<file path="src/rtl/ssd_pkg.sv">
// ----------------------------------------------------------------------------
// ssd_pkg
// Shared definitions for the seven-segment scan driver.
//   SEG_BLANK : cathode pattern with every segment off (active-low)
//   HEX_SEG   : 16-entry nibble-to-segment table, bit order g..a (bit 6 = g),
//               active-low
//   idx_width : width of the digit index register for a given digit count
// ----------------------------------------------------------------------------
package ssd_pkg;

  localparam logic [6:0] SEG_BLANK = 7'b1111111;

  localparam logic [6:0] HEX_SEG [16] = '{
    7'b1000000,  // 0
    7'b1111001,  // 1
    7'b0100100,  // 2
    7'b0110000,  // 3
    7'b0011001,  // 4
    7'b0010010,  // 5
    7'b0000010,  // 6
    7'b1111000,  // 7
    7'b0000000,  // 8
    7'b0010000,  // 9
    7'b0001000,  // A
    7'b0000011,  // b
    7'b1000110,  // C
    7'b0100001,  // d
    7'b0000110,  // E
    7'b0001110   // F
  };

  // At least one bit so a two-digit build still has a real index register.
  function automatic int idx_width(input int num_digits);
    return (num_digits <= 2) ? 1 : $clog2(num_digits);
  endfunction

endpackage

</file>
<file path="src/rtl/ssd_hex_lut.sv">
// ----------------------------------------------------------------------------
// ssd_hex_lut
// Combinational hex nibble to seven-segment lookup.
//   nibble : input  [3:0] hex value to display
//   seg    : output [6:0] segments g..a, active-low
// ----------------------------------------------------------------------------
module ssd_hex_lut
  import ssd_pkg::*;
(
  input  logic [3:0] nibble,
  output logic [6:0] seg
);

  assign seg = HEX_SEG[nibble];

endmodule

</file>
<file path="src/rtl/ssd_scan_drv.sv">
// ----------------------------------------------------------------------------
// ssd_scan_drv
// Time-multiplexed seven-segment display driver with double-buffered value
// register. Each digit owns a slot of REFRESH_DIV cycles; the first
// GUARD_CYCLES of every slot keep all anodes off to avoid ghosting. A new
// value captured by i_Load waits in a pending register and is promoted to the
// displayed (active) register only on a frame boundary, so a frame never
// mixes old and new digits.
//
// Parameters:
//   NUM_DIGITS   : number of digits (2..8)
//   REFRESH_DIV  : clock cycles per digit slot (4..2^24)
//   GUARD_CYCLES : anode-off cycles at the start of each slot
//
// Ports:
//   i_CLK      : clock, rising edge
//   i_RST      : synchronous active-high reset
//   i_Value    : hex nibbles, nibble k drives digit k (digit 0 rightmost)
//   i_DP       : per-digit decimal point, active-high
//   i_Blank    : per-digit force-blank, active-high, used live
//   i_Load     : one-cycle strobe capturing i_Value / i_DP
//   o_Cathodes : segments g..a, active-low
//   o_DP       : decimal-point segment, active-low
//   o_Anodes   : digit enables, active-low, at most one low
//   o_Pending  : a captured load is waiting for the frame boundary
//   o_Frame    : one-cycle pulse following each frame boundary
//
// Build option:
//   SSD_LZB_EN : when defined, digits above the highest non-zero nibble of
//                the active value are blanked (digit 0 is never blanked).
// ----------------------------------------------------------------------------
module ssd_scan_drv
  import ssd_pkg::*;
#(
  parameter int NUM_DIGITS   = 4,
  parameter int REFRESH_DIV  = 100000,
  parameter int GUARD_CYCLES = 2
) (
  input  logic                    i_CLK,
  input  logic                    i_RST,
  input  logic [4*NUM_DIGITS-1:0] i_Value,
  input  logic [NUM_DIGITS-1:0]   i_DP,
  input  logic [NUM_DIGITS-1:0]   i_Blank,
  input  logic                    i_Load,
  output logic [6:0]              o_Cathodes,
  output logic                    o_DP,
  output logic [NUM_DIGITS-1:0]   o_Anodes,
  output logic                    o_Pending,
  output logic                    o_Frame
);

  localparam int IDX_W  = idx_width(NUM_DIGITS);
  localparam int SLOT_W = $clog2(REFRESH_DIV);

  logic [SLOT_W-1:0]       slot_cnt;
  logic [IDX_W-1:0]        idx;
  logic [4*NUM_DIGITS-1:0] act_val;
  logic [NUM_DIGITS-1:0]   act_dp;
  logic [4*NUM_DIGITS-1:0] pend_val;
  logic [NUM_DIGITS-1:0]   pend_dp;
  logic                    pending;

  logic                    slot_wrap;
  logic                    frame_end;
  logic [3:0]              cur_nibble;
  logic                    cur_dp;
  logic                    cur_blank;
  logic [6:0]              cur_seg;
  logic [NUM_DIGITS-1:0]   lzb_mask;

  assign slot_wrap = (slot_cnt == SLOT_W'(REFRESH_DIV - 1));
  assign frame_end = slot_wrap && (idx == IDX_W'(NUM_DIGITS - 1));

  // --------------------------------------------------------------------------
  // Slot counter and digit index
  // --------------------------------------------------------------------------
  // NOTE: clocked state uses non-blocking assignments so every flop samples
  // the pre-edge values regardless of statement order.
  always_ff @(posedge i_CLK) begin
    if (i_RST) begin
      slot_cnt <= '0;
      idx      <= '0;
    end else if (slot_wrap) begin
      slot_cnt <= '0;
      idx      <= frame_end ? '0 : idx + 1'b1;
    end else begin
      slot_cnt <= slot_cnt + 1'b1;
    end
  end

  // --------------------------------------------------------------------------
  // Double buffer: loads land in pending, promoted only at the frame boundary.
  // A load on the boundary cycle itself bypasses pending so it is not held
  // back a whole extra frame.
  // --------------------------------------------------------------------------
  always_ff @(posedge i_CLK) begin
    if (i_RST) begin
      act_val  <= '0;
      act_dp   <= '0;
      pend_val <= '0;
      pend_dp  <= '0;
      pending  <= 1'b0;
    end else if (i_Load) begin
      if (frame_end) begin
        act_val <= i_Value;
        act_dp  <= i_DP;
        pending <= 1'b0;
      end else begin
        pend_val <= i_Value;
        pend_dp  <= i_DP;
        pending  <= 1'b1;
      end
    end else if (frame_end && pending) begin
      act_val <= pend_val;
      act_dp  <= pend_dp;
      pending <= 1'b0;
    end
  end

  assign o_Pending = pending;

  // --------------------------------------------------------------------------
  // Leading-zero blanking mask (bit k set => digit k suppressed)
  // --------------------------------------------------------------------------
`ifdef SSD_LZB_EN
  logic zero_run;

  always_comb begin
    lzb_mask = '0;
    zero_run = 1'b1;
    // Walk down from the most significant digit; stop at digit 1 so the
    // rightmost digit always shows, even for a value of zero.
    for (int k = NUM_DIGITS - 1; k > 0; k--) begin
      zero_run    = zero_run && (act_val[4*k +: 4] == 4'h0);
      lzb_mask[k] = zero_run;
    end
  end
`else
  assign lzb_mask = '0;
`endif

  // --------------------------------------------------------------------------
  // Current digit selection
  // --------------------------------------------------------------------------
  // NOTE: every output of a combinational block gets a default up front so no
  // path leaves it unassigned and no latch is inferred.
  always_comb begin
    cur_nibble = 4'h0;
    cur_dp     = 1'b0;
    cur_blank  = 1'b0;
    for (int k = 0; k < NUM_DIGITS; k++) begin
      if (idx == IDX_W'(k)) begin
        cur_nibble = act_val[4*k +: 4];
        cur_dp     = act_dp[k];
        cur_blank  = i_Blank[k] || lzb_mask[k];
      end
    end
  end

  ssd_hex_lut u_hex_lut (
    .nibble (cur_nibble),
    .seg    (cur_seg)
  );

  // --------------------------------------------------------------------------
  // Registered outputs, one cycle behind the counter/index state
  // --------------------------------------------------------------------------
  always_ff @(posedge i_CLK) begin
    if (i_RST) begin
      o_Anodes   <= '1;
      o_Cathodes <= SEG_BLANK;
      o_DP       <= 1'b1;
      o_Frame    <= 1'b0;
    end else begin
      o_Anodes   <= (slot_cnt < SLOT_W'(GUARD_CYCLES)) ? '1
                                                       : ~(NUM_DIGITS'(1) << idx);
      o_Cathodes <= cur_blank ? SEG_BLANK : cur_seg;
      // A blanked digit never shows its decimal point.
      o_DP       <= cur_blank || !cur_dp;
      o_Frame    <= frame_end;
    end
  end

endmodule

</file>
<file path="config.mk">
export PLATFORM = sky130hd
export DESIGN_NAME = ssd_scan_drv
export DESIGN_NICKNAME = d
export VERILOG_FILES = /design/src/rtl/ssd_pkg.sv /design/src/rtl/ssd_hex_lut.sv /design/src/rtl/ssd_scan_drv.sv
export SDC_FILE = /design/constraint.sdc
export NUM_CORES = 1
export LEC_CHECK = 0
export CAP_MARGIN = 15
export CORE_MARGIN = 2
export CORE_UTILIZATION = 40
export CTS_CLUSTER_DIAMETER = 50
export DETAILED_ROUTE_END_ITERATION = 12
export PLACE_DENSITY_LB_ADDON = 0.15
export SLEW_MARGIN = 20
export SYNTH_ARGS = -nofsm -noshare
export SYNTH_HDL_FRONTEND = slang
export SYNTH_SLANG_ARGS = --single-unit
</file>
<file path="constraint.sdc">
create_clock -name i_CLK -period 2.7 [get_ports i_CLK]
set_input_delay 0.54 -clock i_CLK [delete_from_list [all_inputs] [get_ports i_CLK]]
set_output_delay 0.54 -clock i_CLK [all_outputs]
set_load 0.05 [all_outputs]
</file>
==> run_results.csv, run 1 <==
group,metric,value,unit
cells_and_area,postLayoutCellArea,4170,µm²
drt,number_of_optimization_iterations_in_the_first_detailed_route_pass,4,
sta,worst-slew-pin-transition,0.714,ns
sta,min_period,2.34,ns
drt,route.detailed.drc,0,
sta,final_max_slew_viol_count,0,
drt,total_routed_length,6980,µm
sta,report.final.setup_viol,0,
cells_and_area,syn_to_final_growth,20.2,%
sta,share_of_the_clock_period_used_by_the_worst_path,86.6,%
sta,finClkSkew,0.0151,ns
yosys,synthArstFlopShare,0,%
run,cap_viol_max_count,0,
sta,finalSetupTns,0,ns
global_route,grt.total_usage,15.4,%
pwr,ir_worst_vdd,285,µV
pwr,p_leak,1.59,nW
yosys,synth_ff_type,"sky130_fd_sc_hd__dfxtp_1",
yosys,synth_cell_types,44,
global_route,antenna_violations_before_repair,0,
worst_hold_path,worst_hold_startpoint,"slot_cnt[0]$_SDFF_PP0_",
setup_path,crit_arrival,2.59,ns
yosys,post_synth.cell_area_avg,9.58,µm²
sta,timing.final.hold_violations,0,
clocking,clock_sinks,73,
yosys,ys_seq_elements,73,
clocking,cts-hold-fix-buffers,0,
yosys,synth_top_area_share,42.1,%
pwr,power_density,548,nW/µm²
global_route,grt_pass1_wl,11800,µm
clocking,clkTransAtPathRegs,0.08,ns
cells_and_area,post_route_cells_drive_above_1_share,13.1,%
setup_path,critical_path.reg2reg.startpoint,"idx[1]$_SDFFE_PP0N_",
sta,timing.max_slew.rel_slack,52.4,%
global_route,grt_pass1_vias,2523,
placed_design,gpl.final_weighted_congestion,0.878,
cells_and_area,insertedDiodeCount,0,
sta,unrepaired_setup_endpoints_after_global_routing,"no",
cells_and_area,finish.net_count,438,
floorplanning,boundaryPins,41,
worst_hold_path,min_path_type,"reg -> reg",
floorplanning,floorplan.initialDensity,41.8,%
yosys,synth_top_cells_by_area,"sky130_fd_sc_hd__dfxtp_1 42%, sky130_fd_sc_hd__mux2i_1 12%, sky130_fd_sc_hd__nor2_1 7.4%",
floorplanning,die-width,97.1,µm
yosys,syn-instance-count,362,
floorplanning,floorplan.rows,33,
clocking,post_cts_buffers,0,
yosys,syn_nets,400,
global_route,grt_remaining_overflow,0,
setup_path,cp-end-kind,"flip-flop",
setup_path,cpMaxStageDelayCell,"sky130_fd_sc_hd__ha_1",
floorplanning,die-area,9440,µm²
run_status,outcome,"completed",
floorplanning,dieHeight,97.1,µm
setup_path,startpoint,"idx[1]$_SDFFE_PP0N_",
setup_path,critical_path_required,2.95,ns
drt,mean_routed_wirelength_per_cell,13.7,µm
setup_path,worst-path-max-fanout,18,
setup_path,max_stage_delay,0.50,ns
setup_path,criticalPathCategory,"reg -> reg",
sta,max_clock_freq,0.428,GHz
clocking,cts_resized,0,
yosys,yosysSeqAreaShare,42.1,%
drt,detailed_router_s_first_iteration_violation_count,94,
placed_design,place.detailed.hpwl,5010,µm
placed_design,io_buffer_count,40,
placed_design,postPlaceCellArea,3950,µm²
global_route,grt_max_degree,32,
clocking,clk_latency,0.35,ns
setup_path,crit_chain,"ha_1 > a211oi_1 > a211o_1 > ha_1 > nor2_1 > a211o_1 > a21bo_2",
yosys,yosys.area.top_type,"sky130_fd_sc_hd__dfxtp_1",
clocking,cts_tree,"done",
clocking,cts_root_buffer,"sky130_fd_sc_hd__clkbuf_8",
yosys,synth-edff-count,0,
cells_and_area,final.fill_count,793,
clocking,cts_max_path_buffers,2,
floorplanning,fp.coreArea,8300,µm²
yosys,synthesis.yosys.warnings,0,
setup_path,critical_path_startpoint_category,"flip-flop",
drt,via_count,2613,
clocking,cts_buffers,9,
drt,antenna_violating_nets_post_route,0,
clocking,clock_tree.htree_level_count,3,
drt,detail_route.vias_per_cell,5.12,
yosys,synth_area,3470,µm²
Yosys cell counts (2+ instances only):
cell,number
sky130_fd_sc_hd__dfxtp_1,73
sky130_fd_sc_hd__nor2_1,68
sky130_fd_sc_hd__mux2i_1,42
sky130_fd_sc_hd__nand2_1,23
sky130_fd_sc_hd__a211oi_2,20
sky130_fd_sc_hd__clkbuf_1,12
sky130_fd_sc_hd__ha_1,11
sky130_fd_sc_hd__nand3_1,9
sky130_fd_sc_hd__xor2_1,9
sky130_fd_sc_hd__inv_1,8
sky130_fd_sc_hd__a21oi_1,7
sky130_fd_sc_hd__nand3b_1,5
sky130_fd_sc_hd__nand4_1,5
sky130_fd_sc_hd__nor2b_1,5
sky130_fd_sc_hd__o21ai_0,5
sky130_fd_sc_hd__xnor2_1,5
sky130_fd_sc_hd__buf_4,4
sky130_fd_sc_hd__buf_6,4
sky130_fd_sc_hd__nor3b_1,4
sky130_fd_sc_hd__nor4_1,4
sky130_fd_sc_hd__a211o_1,3
sky130_fd_sc_hd__a211oi_1,3
sky130_fd_sc_hd__buf_2,3
sky130_fd_sc_hd__o211ai_1,3
sky130_fd_sc_hd__a311oi_1,2
sky130_fd_sc_hd__and2_1,2
sky130_fd_sc_hd__and4_1,2
sky130_fd_sc_hd__nor3_1,2
sky130_fd_sc_hd__nor4_4,2
sky130_fd_sc_hd__o221ai_1,2
sky130_fd_sc_hd__or3_1,2
layout by cell type (no fill, tap or decap), drive strengths merged, types with 2 or more instances in the layout:
cell | Yosys | routed
dfxtp | 73 | 73
nor2 | 68 | 68
mux2i | 42 | 42
clkdlybuf4s50 | 0 | 39
nand2 | 23 | 23
a211oi | 23 | 23
ha | 11 | 11
buf | 11 | 11
inv | 8 | 11
xor2 | 9 | 9
nand3 | 9 | 9
clkbuf | 12 | 9
a21oi | 7 | 7
nor4 | 6 | 6
nand3b | 5 | 5
nor2b | 5 | 5
nand4 | 5 | 5
xnor2 | 5 | 5
o21ai | 5 | 5
nor3b | 4 | 4
a211o | 3 | 3
o211ai | 3 | 3
or3 | 3 | 3
nor3 | 2 | 2
and4 | 2 | 2
a311oi | 2 | 2
o221ai | 2 | 2
and2 | 2 | 2
bufinv | 0 | 2
o31ai | 2 | 2
clkinv | 0 | 2
registers in the layout (all words and copies together) (netlist names):
name and flops:
o_Cathodes 7, o_DP 1, o_Anodes 4, slot_cnt 17
pend_dp 4, act_dp 4, idx 2, o_Pending 1
o_Frame 1, act_val 16, pend_val 16
worst max-delay path, delay by kind of cell, from the launching register on:
kind | cells | cell delay (ns)
compound gates | 4 | 0.98
fa+ha+maj | 2 | 0.83
flops | 1 | 0.38
simple gates | 1 | 0.05
report_power, final:
| group | leakage (nW) | switching (mW) | internal (mW) |
|---|---|---|---|
| logic | 0.881 | 0.107 | 0.0917 |
| clock network | 0.115 | 0.435 | 0.530 |
| registers | 0.595 | 0.0151 | 1.10 |
| total | 1.59 | 0.557 | 1.73 |
cell type report:
type                    count  area, µm²  share of cell area, %
well taps                 105        131                   3.15
flip-flops and latches     73       1460                   35.1
clock inverters             7        100                   2.40
repair buffers             50        470                   11.3
clock buffers               9        124                   2.97
multi-input cells         258       1850                   44.4
inverters                   8       30.0                  0.720
layer usage:
metal,up-vias,part of all wire [%],track usage (%)
li1,1337,-,-
met5,-,0,0
met4,0,1.4,5.53
met2,47,48,26.4
met3,8,4.1,4.60
met1,1221,47,18.2
path summary, 6_finish.rpt:
check / endpoint / slack [ns] / depth (start not counted)
hold reg to reg: slot_cnt[0]$_SDFF_PP0_ / 0.47 / 1
setup / recovery: o_Cathodes[3]$_SDFF_PP1_ / 0.36 / 7
setup reg to reg: o_Cathodes[3]$_SDFF_PP1_ / 0.36 / 7
hold / removal: slot_cnt[0]$_SDFF_PP0_ / 0.47 / 1
kinds of logic (layout without fill, tap and decap cells):
family          Yosys count  after routing  share of synthesized area [%]
mux                      42             42                           12.1
xor+xnor                 14             14                           3.53
compound gates           54             54                           14.2
fa+ha+maj                11             11                           3.97
flops                    73             73                           42.1
simple gates            137            137                           19.3
buf+inv                  31             74                           4.76
per-stage QoR:
| stage | worst slack (ns) | utilization [%] | std cells | total power, mW | hold WS, ns |
|---|---|---|---|---|---|
| 4_1_cts | 0.353 | 50.2 | 510 | 2.31 | 0.481 |
| 3_3_place_gp | 0.405 | 47.5 | 494 | 1.34 | 0.447 |
| 6_report | 0.361 | 50.2 | 510 | 2.28 | 0.473 |
| 3_5_place_dp | 0.356 | 47.5 | 494 | 1.35 | 0.462 |
| 5_1_grt | 0.199 | 50.2 | 510 | 2.37 | 0.516 |
| 2_1_floorplan | 0.461 | - | 362 | 1.27 | 0.430 |
(Power assumes the default switching activity.)
==> run 2, diff against run 1 <==
--- a/config.mk
+++ b/config.mk
@@ -10,6 +10,7 @@
 export CORE_UTILIZATION = 40
 export CTS_CLUSTER_DIAMETER = 50
 export DETAILED_ROUTE_END_ITERATION = 12
+export DONT_BUFFER_PORTS = 1
 export PLACE_DENSITY_LB_ADDON = 0.15
 export SLEW_MARGIN = 20
 export SYNTH_ARGS = -nofsm -noshare
==> run 2 against run 1 <==
Compared with the run above:
- total power down 12%
- sequential power barely moved
- clock power is 20% lower
- sequential share of layout area up 4.3 points
- non-clock buffer count decreased by 44
- first-iteration DRC count decreased by 28%
- count of clock-buffer cells in the layout is 3 higher
- clock skew is 0.0059 ns lower
- core utilization shrank 5.5 points
- maximum frequency increased by 1.2%
- cell count shrank 8.6%
==> run_results.csv, run 2 (synthesis gave the netlist of run 1 again) <==
group,metric,value,unit
sta,timing.max_slew.rel_slack,58.0,%
drt,route.detailed.drc,0,
drt,via_count,2438,
clocking,cts_tree,"done",
clocking,cts_root_buffer,"sky130_fd_sc_hd__clkbuf_8",
pwr,power_density,542,nW/µm²
clocking,cts-hold-fix-buffers,0,
cells_and_area,finish.net_count,394,
sta,timing.final.hold_violations,0,
global_route,grt.total_usage,14.9,%
floorplanning,fp.coreArea,8300,µm²
run,cap_viol_max_count,0,
floorplanning,floorplan.initialDensity,41.8,%
placed_design,place.detailed.instances,450,
sta,finClkSkew,0.00916,ns
cells_and_area,largest_register_ff_count,17,
placed_design,gpl.final_weighted_congestion,0.823,
drt,total_routed_length,6690,µm
cells_and_area,post_route_cells_drive_above_1_share,13.0,%
cells_and_area,final_cells,466,
sta,finalSetupTns,0,ns
sta,final_max_slew_viol_count,0,
cells_and_area,mostFrequentLayoutCell,"sky130_fd_sc_hd__dfxtp_1",
floorplanning,boundaryPins,41,
global_route,grt_max_degree,48,
cells_and_area,largest-register,"slot_cnt",
floorplanning,dieHeight,97.1,µm
global_route,grt_pass1_wl,11400,µm
clocking,cts_resized,0,
setup_path,critical_path_startpoint_category,"flip-flop",
setup_path,worst-path-max-fanout,12,
sta,share_of_the_clock_period_used_by_the_worst_path,85.6,%
setup_path,cp-end-kind,"flip-flop",
setup_path,crit_chain,"inv_1 > ha_1 > a211oi_1 > a211o_1 > ha_1 > nor2_1 > a211o_1 > a21bo_2",
floorplanning,die-area,9440,µm²
clocking,clock_tree.htree_level_count,3,
setup_path,critical_path_required,2.95,ns
clocking,post_cts_buffers,0,
cells_and_area,final_cell_mix,"73 x sky130_fd_sc_hd__dfxtp_1, 68 x sky130_fd_sc_hd__nor2_1, 42 x sky130_fd_sc_hd__mux2i_1, 23 x sky130_fd_sc_hd__nand2_1, 20 x sky130_fd_sc_hd__a211oi_2",
global_route,grt_remaining_overflow,0,
cells_and_area,syn_to_final_growth,7.07,%
floorplanning,floorplan.rows,33,
placed_design,postPlaceCellArea,3530,µm²
drt,detail_route.vias_per_cell,5.23,
sta,worst-slew-pin-transition,0.626,ns
setup_path,crit_arrival,2.56,ns
setup_path,max_stage_delay,0.41,ns
drt,detailed_router_s_first_iteration_violation_count,68,
clocking,clock_sinks,73,
run_status,outcome,"completed",
sta,report.final.setup_viol,0,
sta,min_period,2.31,ns
global_route,grt_pass1_vias,2381,
setup_path,cpMaxStageDelayCell,"sky130_fd_sc_hd__ha_1",
cells_and_area,reg_top3,"slot_cnt: 17 flops, act_val: 16 flops, pend_val: 16 flops",
sta,unrepaired_setup_endpoints_after_global_routing,"no",
cells_and_area,postLayoutCellArea,3710,µm²
clocking,clk_latency,0.35,ns
drt,number_of_optimization_iterations_in_the_first_detailed_route_pass,4,
clocking,cts_max_path_buffers,2,
placed_design,place.detailed.hpwl,4680,µm
worst_hold_path,min_path_type,"in -> reg",
floorplanning,die-width,97.1,µm
clocking,cts_buffers,9,
pwr,ir_worst_vdd,367,µV
setup_path,criticalPathCategory,"reg -> reg",
global_route,antenna_violations_before_repair,0,
worst_hold_path,min_delay_path_depth,1,
clocking,clkTransAtPathRegs,0.08,ns
drt,antenna_violating_nets_post_route,0,
sta,max_clock_freq,0.433,GHz
cells_and_area,insertedDiodeCount,0,
setup_path,reg2regPathDepth,8,
pwr,p_leak,1.38,nW
drt,mean_routed_wirelength_per_cell,14.3,µm
placed_design,io_buffer_count,0,
run 2: cell types whose count changed in the layout (fill, tap and decap cells not counted), moves of 2 or more:
| cell | delta |
|---|---|
| sky130_fd_sc_hd__inv_6 | -3 |
| sky130_fd_sc_hd__clkbuf_8 | +2 |
| sky130_fd_sc_hd__clkinvlp_4 | +3 |
| sky130_fd_sc_hd__clkdlybuf4s50_1 | -39 |
| sky130_fd_sc_hd__buf_4 | -5 |
| sky130_fd_sc_hd__bufinv_16 | -2 |
run 2: worst max-delay path: cells and delay by family (launching register included):
family                   cells  cell delay (ns)
buffers and inverters        1             0.11
flip-flops                   1             0.34
AND/OR/NAND/NOR              1             0.05
adder cells (fa/ha/maj)      2             0.74
AO/OA/AOI/OAI                4             0.97
run 2: path summary, 6_finish.rpt:
kind                           from                  endpoint  slack (ns)
max             idx[0]$_SDFFE_PP0N_  o_Cathodes[3]$_SDFF_PP1_        0.39
min                           i_RST  act_val[11]$_SDFFE_PP0P_        0.26
min reg2reg  slot_cnt[0]$_SDFF_PP0_    slot_cnt[0]$_SDFF_PP0_        0.47
max reg2reg     idx[0]$_SDFFE_PP0N_  o_Cathodes[3]$_SDFF_PP1_        0.39
run 2: stage by stage:
step           power [mW]  util (%)  hold slack (ns)  setup WS, ns
2_1_floorplan        1.27         -            0.430         0.461
3_3_place_gp         1.26      42.6            0.452         0.463
3_5_place_dp         1.27      42.6            0.455         0.372
4_1_cts              2.05      44.8            0.230         0.375
5_1_grt              2.11      44.8            0.222         0.224
6_report             2.01      44.8            0.257         0.389
run 2: cell type report:
class	instances	area, µm²
clock buffers	12	155
multi-input cells	258	1850
well taps	105	131
inverters	8	30.0
fillers	838	4580
flip-flops and latches	73	1460
clock inverters	4	27.5
repair buffers	6	57.6
run 2: where the power goes:
group | total, mW | internal, mW | switching [mW]
sequential | 1.15 | 1.11 | 0.0418
combinational | 0.0913 | 0.0459 | 0.0454
clock | 0.775 | 0.382 | 0.393
total | 2.01 | 1.53 | 0.480
run 2: layer usage:
metal	share of wire [%]	wire (µm)	up-vias	track usage (%)
met5	0	0	-	0
met1	46	3100	1133	18.3
met3	5.7	383	9	5.83
met4	1.2	83	0	4.55
met2	47	3120	41	24.3
li1	-	-	1255	-
